--- config.mk ---
export PLATFORM = sky130hd
export DESIGN_NAME = axil_regfile_slave
export DESIGN_NICKNAME = d
export VERILOG_FILES = /design/src/rtl/axil_regfile_slave.sv
export SDC_FILE = /design/constraint.sdc
export NUM_CORES = 2
export LEC_CHECK = 0
export CORE_MARGIN = 4
export CORE_UTILIZATION = 25
export DETAILED_ROUTE_END_ITERATION = 12
export PLACE_DENSITY = 0.42
export SYNTH_ARGS = -nofsm -noshare
export SYNTH_HDL_FRONTEND = slang
export SYNTH_SLANG_ARGS = --single-unit
--- constraint.sdc ---
create_clock -name ACLK -period 6.61 [get_ports ACLK]
set_input_delay 0.661 -clock ACLK [delete_from_list [all_inputs] [get_ports ACLK]]
set_output_delay 0.661 -clock ACLK [all_outputs]
set_load 0.01 [all_outputs]
--- src/rtl/axil_regfile_slave.sv ---
// AXI4-Lite slave register file with independent AW/W capture, WSTRB byte enables and SLVERR decode.
// Optional AXIL_REGFILE_PROT_EN adds AWPROT/ARPROT and blocks unprivileged access to the upper half.
module axil_regfile_slave #(
  parameter int unsigned DATA_WIDTH = 32,
  parameter int unsigned ADDR_WIDTH = 32,
  parameter int unsigned NUM_REGS   = 32
) (
  input  logic                    ACLK,
  input  logic                    ARESETN,
  input  logic [ADDR_WIDTH-1:0]   AWADDR,
`ifdef AXIL_REGFILE_PROT_EN
  input  logic [2:0]              AWPROT,
`endif
  input  logic                    AWVALID,
  output logic                    AWREADY,
  input  logic [DATA_WIDTH-1:0]   WDATA,
  input  logic [DATA_WIDTH/8-1:0] WSTRB,
  input  logic                    WVALID,
  output logic                    WREADY,
  output logic [1:0]              BRESP,
  output logic                    BVALID,
  input  logic                    BREADY,
  input  logic [ADDR_WIDTH-1:0]   ARADDR,
`ifdef AXIL_REGFILE_PROT_EN
  input  logic [2:0]              ARPROT,
`endif
  input  logic                    ARVALID,
  output logic                    ARREADY,
  output logic [DATA_WIDTH-1:0]   RDATA,
  output logic [1:0]              RRESP,
  output logic                    RVALID,
  input  logic                    RREADY
);

  localparam int unsigned STRB_W = DATA_WIDTH / 8;
  localparam int unsigned LSB    = $clog2(STRB_W);
  localparam int unsigned IDX_W  = $clog2(NUM_REGS);
  localparam int unsigned HI     = LSB + IDX_W;

  localparam logic [1:0] RESP_OKAY   = 2'b00;
  localparam logic [1:0] RESP_SLVERR = 2'b10;

  logic [DATA_WIDTH-1:0] regs_q [NUM_REGS];

  logic                  aw_held_q, w_held_q;
  logic [ADDR_WIDTH-1:0] awaddr_q;
  logic [DATA_WIDTH-1:0] wdata_q;
  logic [STRB_W-1:0]     wstrb_q;
  logic                  bvalid_q, rvalid_q;
  logic [1:0]            bresp_q, rresp_q;
  logic [DATA_WIDTH-1:0] rdata_q;

  logic                  aw_hs, w_hs, ar_hs, commit;
  logic [ADDR_WIDTH-1:0] wr_addr;
  logic [DATA_WIDTH-1:0] wr_data;
  logic [STRB_W-1:0]     wr_strb;
  logic [IDX_W-1:0]      wr_idx, rd_idx;
  logic                  wr_ok, rd_ok;

`ifdef AXIL_REGFILE_PROT_EN
  logic awpriv_q;
  logic wr_priv;
  logic unused_prot;
  assign unused_prot = ^{AWPROT[2:1], ARPROT[2:1]};
`endif

  assign AWREADY = ARESETN && !aw_held_q && !bvalid_q;
  assign WREADY  = ARESETN && !w_held_q && !bvalid_q;
  assign ARREADY = ARESETN && !rvalid_q;
  assign BVALID  = bvalid_q;
  assign BRESP   = bresp_q;
  assign RVALID  = rvalid_q;
  assign RRESP   = rresp_q;
  assign RDATA   = rdata_q;

  // Commit happens on the edge where the second of AW/W arrives, so hold regs are bypassed.
  always_comb begin
    aw_hs   = AWVALID && AWREADY;
    w_hs    = WVALID && WREADY;
    ar_hs   = ARVALID && ARREADY;
    commit  = (aw_held_q || aw_hs) && (w_held_q || w_hs);
    wr_addr = aw_held_q ? awaddr_q : AWADDR;
    wr_data = w_held_q ? wdata_q : WDATA;
    wr_strb = w_held_q ? wstrb_q : WSTRB;
    wr_idx  = wr_addr[LSB +: IDX_W];
    rd_idx  = ARADDR[LSB +: IDX_W];
    wr_ok   = (wr_addr >> HI) == '0;
    rd_ok   = (ARADDR >> HI) == '0;
`ifdef AXIL_REGFILE_PROT_EN
    wr_priv = aw_held_q ? awpriv_q : AWPROT[0];
    if (!wr_priv && wr_idx[IDX_W-1]) wr_ok = 1'b0;
    if (!ARPROT[0] && rd_idx[IDX_W-1]) rd_ok = 1'b0;
`endif
  end

  // Sub-word address bits are deliberately ignored.
  logic unused_lsbs;
  assign unused_lsbs = ^{wr_addr[LSB-1:0], ARADDR[LSB-1:0]};

  always_ff @(posedge ACLK or negedge ARESETN) begin
    if (!ARESETN) begin
      aw_held_q <= 1'b0;
      w_held_q  <= 1'b0;
      awaddr_q  <= '0;
      wdata_q   <= '0;
      wstrb_q   <= '0;
      bvalid_q  <= 1'b0;
      bresp_q   <= RESP_OKAY;
`ifdef AXIL_REGFILE_PROT_EN
      awpriv_q  <= 1'b0;
`endif
    end else begin
      if (commit) begin
        aw_held_q <= 1'b0;
        w_held_q  <= 1'b0;
        bvalid_q  <= 1'b1;
        bresp_q   <= wr_ok ? RESP_OKAY : RESP_SLVERR;
      end else begin
        if (aw_hs) begin
          aw_held_q <= 1'b1;
          awaddr_q  <= AWADDR;
`ifdef AXIL_REGFILE_PROT_EN
          awpriv_q  <= AWPROT[0];
`endif
        end
        if (w_hs) begin
          w_held_q <= 1'b1;
          wdata_q  <= WDATA;
          wstrb_q  <= WSTRB;
        end
        if (bvalid_q && BREADY) bvalid_q <= 1'b0;
      end
    end
  end

  always_ff @(posedge ACLK or negedge ARESETN) begin
    if (!ARESETN) begin
      for (int i = 0; i < NUM_REGS; i++) regs_q[i] <= '0;
    end else if (commit && wr_ok) begin
      for (int b = 0; b < STRB_W; b++) begin
        if (wr_strb[b]) regs_q[wr_idx][8*b +: 8] <= wr_data[8*b +: 8];
      end
    end
  end

  // Register array is read with pre-commit contents when AR and a write land on one edge.
  always_ff @(posedge ACLK or negedge ARESETN) begin
    if (!ARESETN) begin
      rvalid_q <= 1'b0;
      rresp_q  <= RESP_OKAY;
      rdata_q  <= '0;
    end else if (ar_hs) begin
      rvalid_q <= 1'b1;
      rresp_q  <= rd_ok ? RESP_OKAY : RESP_SLVERR;
      rdata_q  <= rd_ok ? regs_q[rd_idx] : '0;
    end else if (rvalid_q && RREADY) begin
      rvalid_q <= 1'b0;
    end
  end

endmodule

* After elaboration in Yosys (flattened, before gate mapping)
Index checks and enable logic that the tools add are counted.
** Cells by class
- Eq/ne operators :: 0
- Reductions and logical operators :: 27
- Multipliers :: 0
- Divide/modulo/power cells :: 0
- Bitwise operators :: 3
- Order comparisons :: 3
- Shift operators :: 0
- Muxes and demuxes :: 36
- $add $sub $neg :: 0
** Operator list (count)
- $mux W1024 :: 7
- $bwmux W1024 :: 4
- $demux W32 S5 :: 4
- $mux W32 :: 6
- $bmux W32 S5 :: 1
- $logic_not A32 Y1 :: 2
- $mux W24 :: 1
- $mux W16 :: 1
- $logic_and A1 B1 Y1 :: 13
- $ge A6 B6 Y1 const B :: 2
- $not A5 Y6 :: 2
- $mux W1 :: 8
- $mux W8 :: 1
- $reduce_bool A2 Y1 :: 4
- $lt A6 B1 Y1 const B :: 1
- $logic_not A1 Y1 :: 4
- $mux W2 :: 2
- $mux W4 :: 1
- $reduce_and A2 Y1 :: 2
- $logic_or A1 B1 Y1 :: 2
- $not A1 Y1 :: 1
** Word-level totals
- Memory bits (read-only) :: 0
- Bits in registers :: 1132
- Latch bits :: 0
- RAM bits :: 0
- Output and inout port bits :: 41
- Bits of input ports :: 107
- Memories :: 0

* Longest topological paths before layout
- Word-level depth :: 17
- Mapped depth :: 9

* Least setup slack after synthesis
OpenSTA, ideal clock, no wires.
- Path type :: input port to flip-flop
- Start :: input ARADDR[2]
- End :: register rdata_q[10], in the netlist RDATA[10]
- Path slack :: 3.925 ns
- Data arrival time :: 2.555 ns
- Setup time :: 0.130 ns
- Stages :: 6
- Path buffers :: 2
- Cells stage by stage :: buf_2 buf_1 mux4_2 a22o_1 o41ai_1 a21oi_1
** Between the ends
- Longest elaborated chain between the ends :: 5
** Ends and longest elaborated chain
- start: declaration :: RTL line 23 : input logic [ADDR_WIDTH-1:0] ARADDR,
- $not A5 Y6 (not written as such) :: RTL line 155 : rdata_q <= rd_ok ? regs_q[rd_idx] : '0;
- $bmux W32 S5 :: RTL line 155
- $mux W32 (not written as such) (2 in a row) :: RTL line 155
- $mux W32 :: RTL line 155
- end signal: assignment :: RTL line 155
- end: declaration :: RTL line 51 : logic [DATA_WIDTH-1:0] rdata_q;
No other way between the ends. The select of a mux whose other input is x is not followed.
A chain may end at the register's enable or synchronous reset.

* Final worst setup path
- Start :: register w_held_q
- End :: register regs_q[250] (netlist name)
** Between the ends
- Longest elaborated chain between the ends :: 11
** Ends and longest elaborated chain
- start: declaration :: RTL line 45 : logic aw_held_q, w_held_q;
- start signal: assignment :: RTL line 103 : w_held_q <= 1'b0;
- start signal: assignment :: RTL line 115 : w_held_q <= 1'b0;
- start signal: assignment :: RTL line 127 : w_held_q <= 1'b1;
- $mux W4 :: RTL line 84 : wr_strb = w_held_q ? wstrb_q : WSTRB;
- $mux W1024 :: RTL line 141 : if (wr_strb[b]) regs_q[wr_idx][8*b +: 8] <= wr_data[8*b +: 8];
- $mux W1024 :: RTL line 139 : end else if (commit && wr_ok) begin
- $bwmux W1024 :: RTL line 141
- $mux W1024 :: RTL line 141
- $mux W1024 :: RTL line 139
- $bwmux W1024 :: RTL line 141
- $mux W1024 :: RTL line 141
- $mux W1024 :: RTL line 139
- $bwmux W1024 :: RTL line 141
- $mux W1024 :: RTL line 141
- end signal: indexed assignment :: RTL line 141
- end: declaration :: RTL line 43 : logic [DATA_WIDTH-1:0] regs_q [NUM_REGS];
Parallel ways exist; a longest one is shown, timed or not. The select of a mux whose other input is x is not followed.

==> flow_summary.json <==
{
  "yosysMostFrequentCell": "o21ai_0",
  "slew_violations": 0,
  "hold_slack_ns": 0.442,
  "antenna_left": 0,
  "via_per_inst": 5.34,
  "gp_congestion": 0.768,
  "track_usage_pct": 17.5,
  "ys_seq_area_share_pct": 54.8,
  "dr.pass1.iters": 6,
  "grt-ovfl-total": 0,
  "die-area_sq_um": 214000,
  "peakVddDrop_uv": 269,
  "comb_power_share_pct": 18.3,
  "worst_ep_required_time_ns": 7.22,
  "synth_commonest_cells": "1703 x o21ai_0, 1128 x dfrtp_1, 346 x o21ai_1",
  "slew_headroom_pct": 13.3,
  "path_class": "reg2reg",
  "clock.fmax_mhz": 249,
  "synth_ff_type": "dfrtp_1",
  "setup_viol": 0,
  "htree_levels": 4,
  "ys_warn_count": 0,
  "synthesis.area_sq_um": 51600,
  "fin_crit_sh_pct": 60.8,
  "clkPwrFrac_pct": 40.4,
  "route.met3.wl_um": 13000,
  "drt_iter0_drc": 3644,
  "fin_util_pct": 29.7,
  "nets": 4770,
  "post_drt_wl_per_cell_um": 25.6,
  "ys_ff_latch": 1128,
  "finalPower_mw": 18.7,
  "drc": 0,
  "synth.distinct_cells": 49,
  "ys_async_sr_fraction_pct": 100,
  "critPathSlowestCell": "a21oi_4",
  "synth_area_per_cell_sq_um": 11.1,
  "grt_pass1_wl_um": 281000,
  "p_leak_nw": 24.4,
  "clock_latency_ns": 0.77,
  "critPathCaptureType": "register",
  "fillers": 21000,
  "cts_root_buffer": "clkbuf_16",
  "cp.arrival_ns": 4.63,
  "syn_inst": 4654,
  "area_growth_pct": 17.9,
  "vias": 39800,
  "core_sq_um": 205000,
  "grt_pass1_vias": 39500,
  "route.met2.wl_um": 86700,
  "rsz0062_at_grt": "false",
  "seq_power_share_pct": 41.3,
  "tightest_slew_ns": 1.30,
  "hold_class": "in2async",
  "power.density_nw_per_um2": 308,
  "clk_pin_slew_ns": 0.06,
  "netlist_top_cells_area": "dfrtp_1 55%, o21ai_0 17%, mux4_2 9.8%, o21ai_1 3.4%, mux2i_1 3.0%",
  "place_hpwl_um": 118000,
  "fp.dieH_um": 462,
  "cap_violations": 0,
  "worst_clock_skew_ns": 0.0326,
  "crit_top_cell": "o21ai_0",
  "p_sw_mw": 5.85,
  "p_sw_share_pct": 31.2,
  "instances_no_fill": 7448,
  "dieWidth_um": 462,
  "drive_gt1_share_pct": 14.8,
  "met1_length_um": 86800,
  "synth_top_area_share_pct": 54.8,
  "netlist.top_cell.by_area": "dfrtp_1",
  "crit_path_start_kind": "register",
  "cp_max_fo": 33,
  "start_util_pct": 25.2,
  "port_buffers": 141,
  "setup_tns_ns": 0,
  "cts_tree": "built",
  "status": "finished, final reports clean",
  "synth_edf_count": 0,
  "rows": 166,
  "routed_wl_um": 190000,
  "cp_cell_sequence": "clkinv_1, a21oi_4, buf_4, nand2_1, o21ai_0, o21ai_0",
  "numClockSinks": 1128,
  "p_int_mw": 12.9,
  "period_needed_ns": 4.02,
  "hold_viol_final": 0,
  "tritoncts.num_buffers": 135,
  "highest_layer": "met5",
  "grt_max_degree": 249,
  "antenna_found_initial": 18,
  "dp_cells": 7213,
  "cts_buffer_depth": 3,
  "io_pins": 148,
  "cpPeakStageDelay_ns": 1.09
}
-- through the flow --
stage          area [sq um]  setup slack, ns
2_1_floorplan         51600             3.92
3_3_place_gp          56300             2.52
3_5_place_dp          56300             2.51
4_1_cts               60800             2.57
5_1_grt               60800             2.33
6_report              60800             2.59
-- state kept, by name, indices dropped and copies added, names as in the netlist --
register   count
regs_q      1024
RDATA         32
wdata_q       32
awaddr_q      30
wstrb_q        4
BRESP          1
BVALID         1
RRESP          1
RVALID         1
aw_held_q      1
w_held_q       1
-- final timing paths --
path	to	slack (ns)	cells past startpoint	from
min	wdata_q[20]$_DFFE_PN0P_	0.44	2	ARESETN
max in group asynchronous	regs_q[733]$_DFFE_PN0P_	3.34	5	ARESETN
max	regs_q[250]$_DFFE_PN0P_	2.59	6	w_held_q$_DFFE_PN0P_
max reg2reg	regs_q[250]$_DFFE_PN0P_	2.59	6	w_held_q$_DFFE_PN0P_
min reg2reg	regs_q[537]$_DFFE_PN0P_	0.49	2	regs_q[537]$_DFFE_PN0P_
min in group ACLK	BVALID$_DFFE_PN0P_	0.46	2	BREADY
-- worst max-delay path, delay by kind of cell (launching register included) --
kind	cells	cell delay [ns]
AO/OA/AOI/OAI	3	1.49
buffers and inverters	2	1.08
flip-flops	1	0.90
AND/OR/NAND/NOR	1	0.32
-- layer usage --
metal,global-route usage [%],vias up
met5,0,-
met4,4.23,6
met3,3.77,203
met2,26.9,1261
met1,25.2,20800
li1,-,17500
-- power by group through the flow --
stage	sequential (mW)	clock, mW	combinational [mW]
final	7.73	7.57	3.42
after global routing	7.79	8.02	3.67
after CTS	7.73	7.76	3.46
after floorplan	7.65	0	1.92
after detailed placement	7.85	0	3.45
after global placement	7.84	0	3.43
-- layout make-up --
type                    instances  area (sq um)  share of cell area, %
flip-flops and latches       1128         28200                   46.5
multi-input cells            3151         22400                   36.8
clock buffers                 200          4060                   6.68
well taps                    2688          3360                   5.53
repair buffers                243          2340                   3.86
clock inverters                30           393                  0.646
inverters                       4          15.0                 0.0247
diodes                          4          10.0                 0.0165
-- cell families (layout without fill, tap and decap cells) --
group / Yosys count / count (layout) / share of synthesized area (%)
other: 1 / 6 / 0.00727
buffers and inverters: 376 / 477 / 2.92
AOI/OAI and AO/OA: 2261 / 2261 / 23.8
muxes: 445 / 445 / 14.2
DFF: 1128 / 1128 / 54.8
and+or+nand+nor: 443 / 443 / 4.28
-- placed cells by master, fill, tap and decap left out, types with 4 or more instances in the layout --
cell | synthesis | routed
bufinv_16 | 0 | 7
nand3b_2 | 5 | 5
buf_12 | 0 | 13
clkbuf_1 | 295 | 27
nand2_4 | 8 | 8
a21oi_1 | 34 | 34
clkbuf_16 | 0 | 140
o21bai_1 | 21 | 21
or3b_1 | 4 | 4
a211oi_1 | 11 | 11
nand3b_1 | 4 | 4
o22a_1 | 11 | 11
nor4_1 | 16 | 16
nand4_1 | 4 | 4
a21oi_4 | 0 | 4
a22o_1 | 32 | 32
o21ai_0 | 1703 | 1703
dfrtp_1 | 1128 | 1127
buf_4 | 7 | 89
nand3_4 | 9 | 9
mux2_2 | 67 | 67
mux2i_4 | 0 | 33
mux2i_1 | 153 | 121
nand3_1 | 134 | 133
clkdlybuf4s50_1 | 0 | 135
clkbuf_8 | 0 | 33
nor2_1 | 63 | 62
diode_2 | 0 | 4
inv_6 | 0 | 4
a221oi_1 | 22 | 22
o22ai_1 | 23 | 22
nand2_1 | 176 | 176
clkinv_2 | 0 | 14
mux4_2 | 224 | 224
o21ai_1 | 346 | 346
o41ai_1 | 21 | 21
a221oi_4 | 16 | 20
a221oi_2 | 16 | 12
-- what timing repair did --
action	CTS	global route
endpoints found under the hold margin	38	0
buffers inserted	0	0
resized for setup	0	0
hold buffers	1	0
Note: power is estimated with default switching activity, not from simulation.
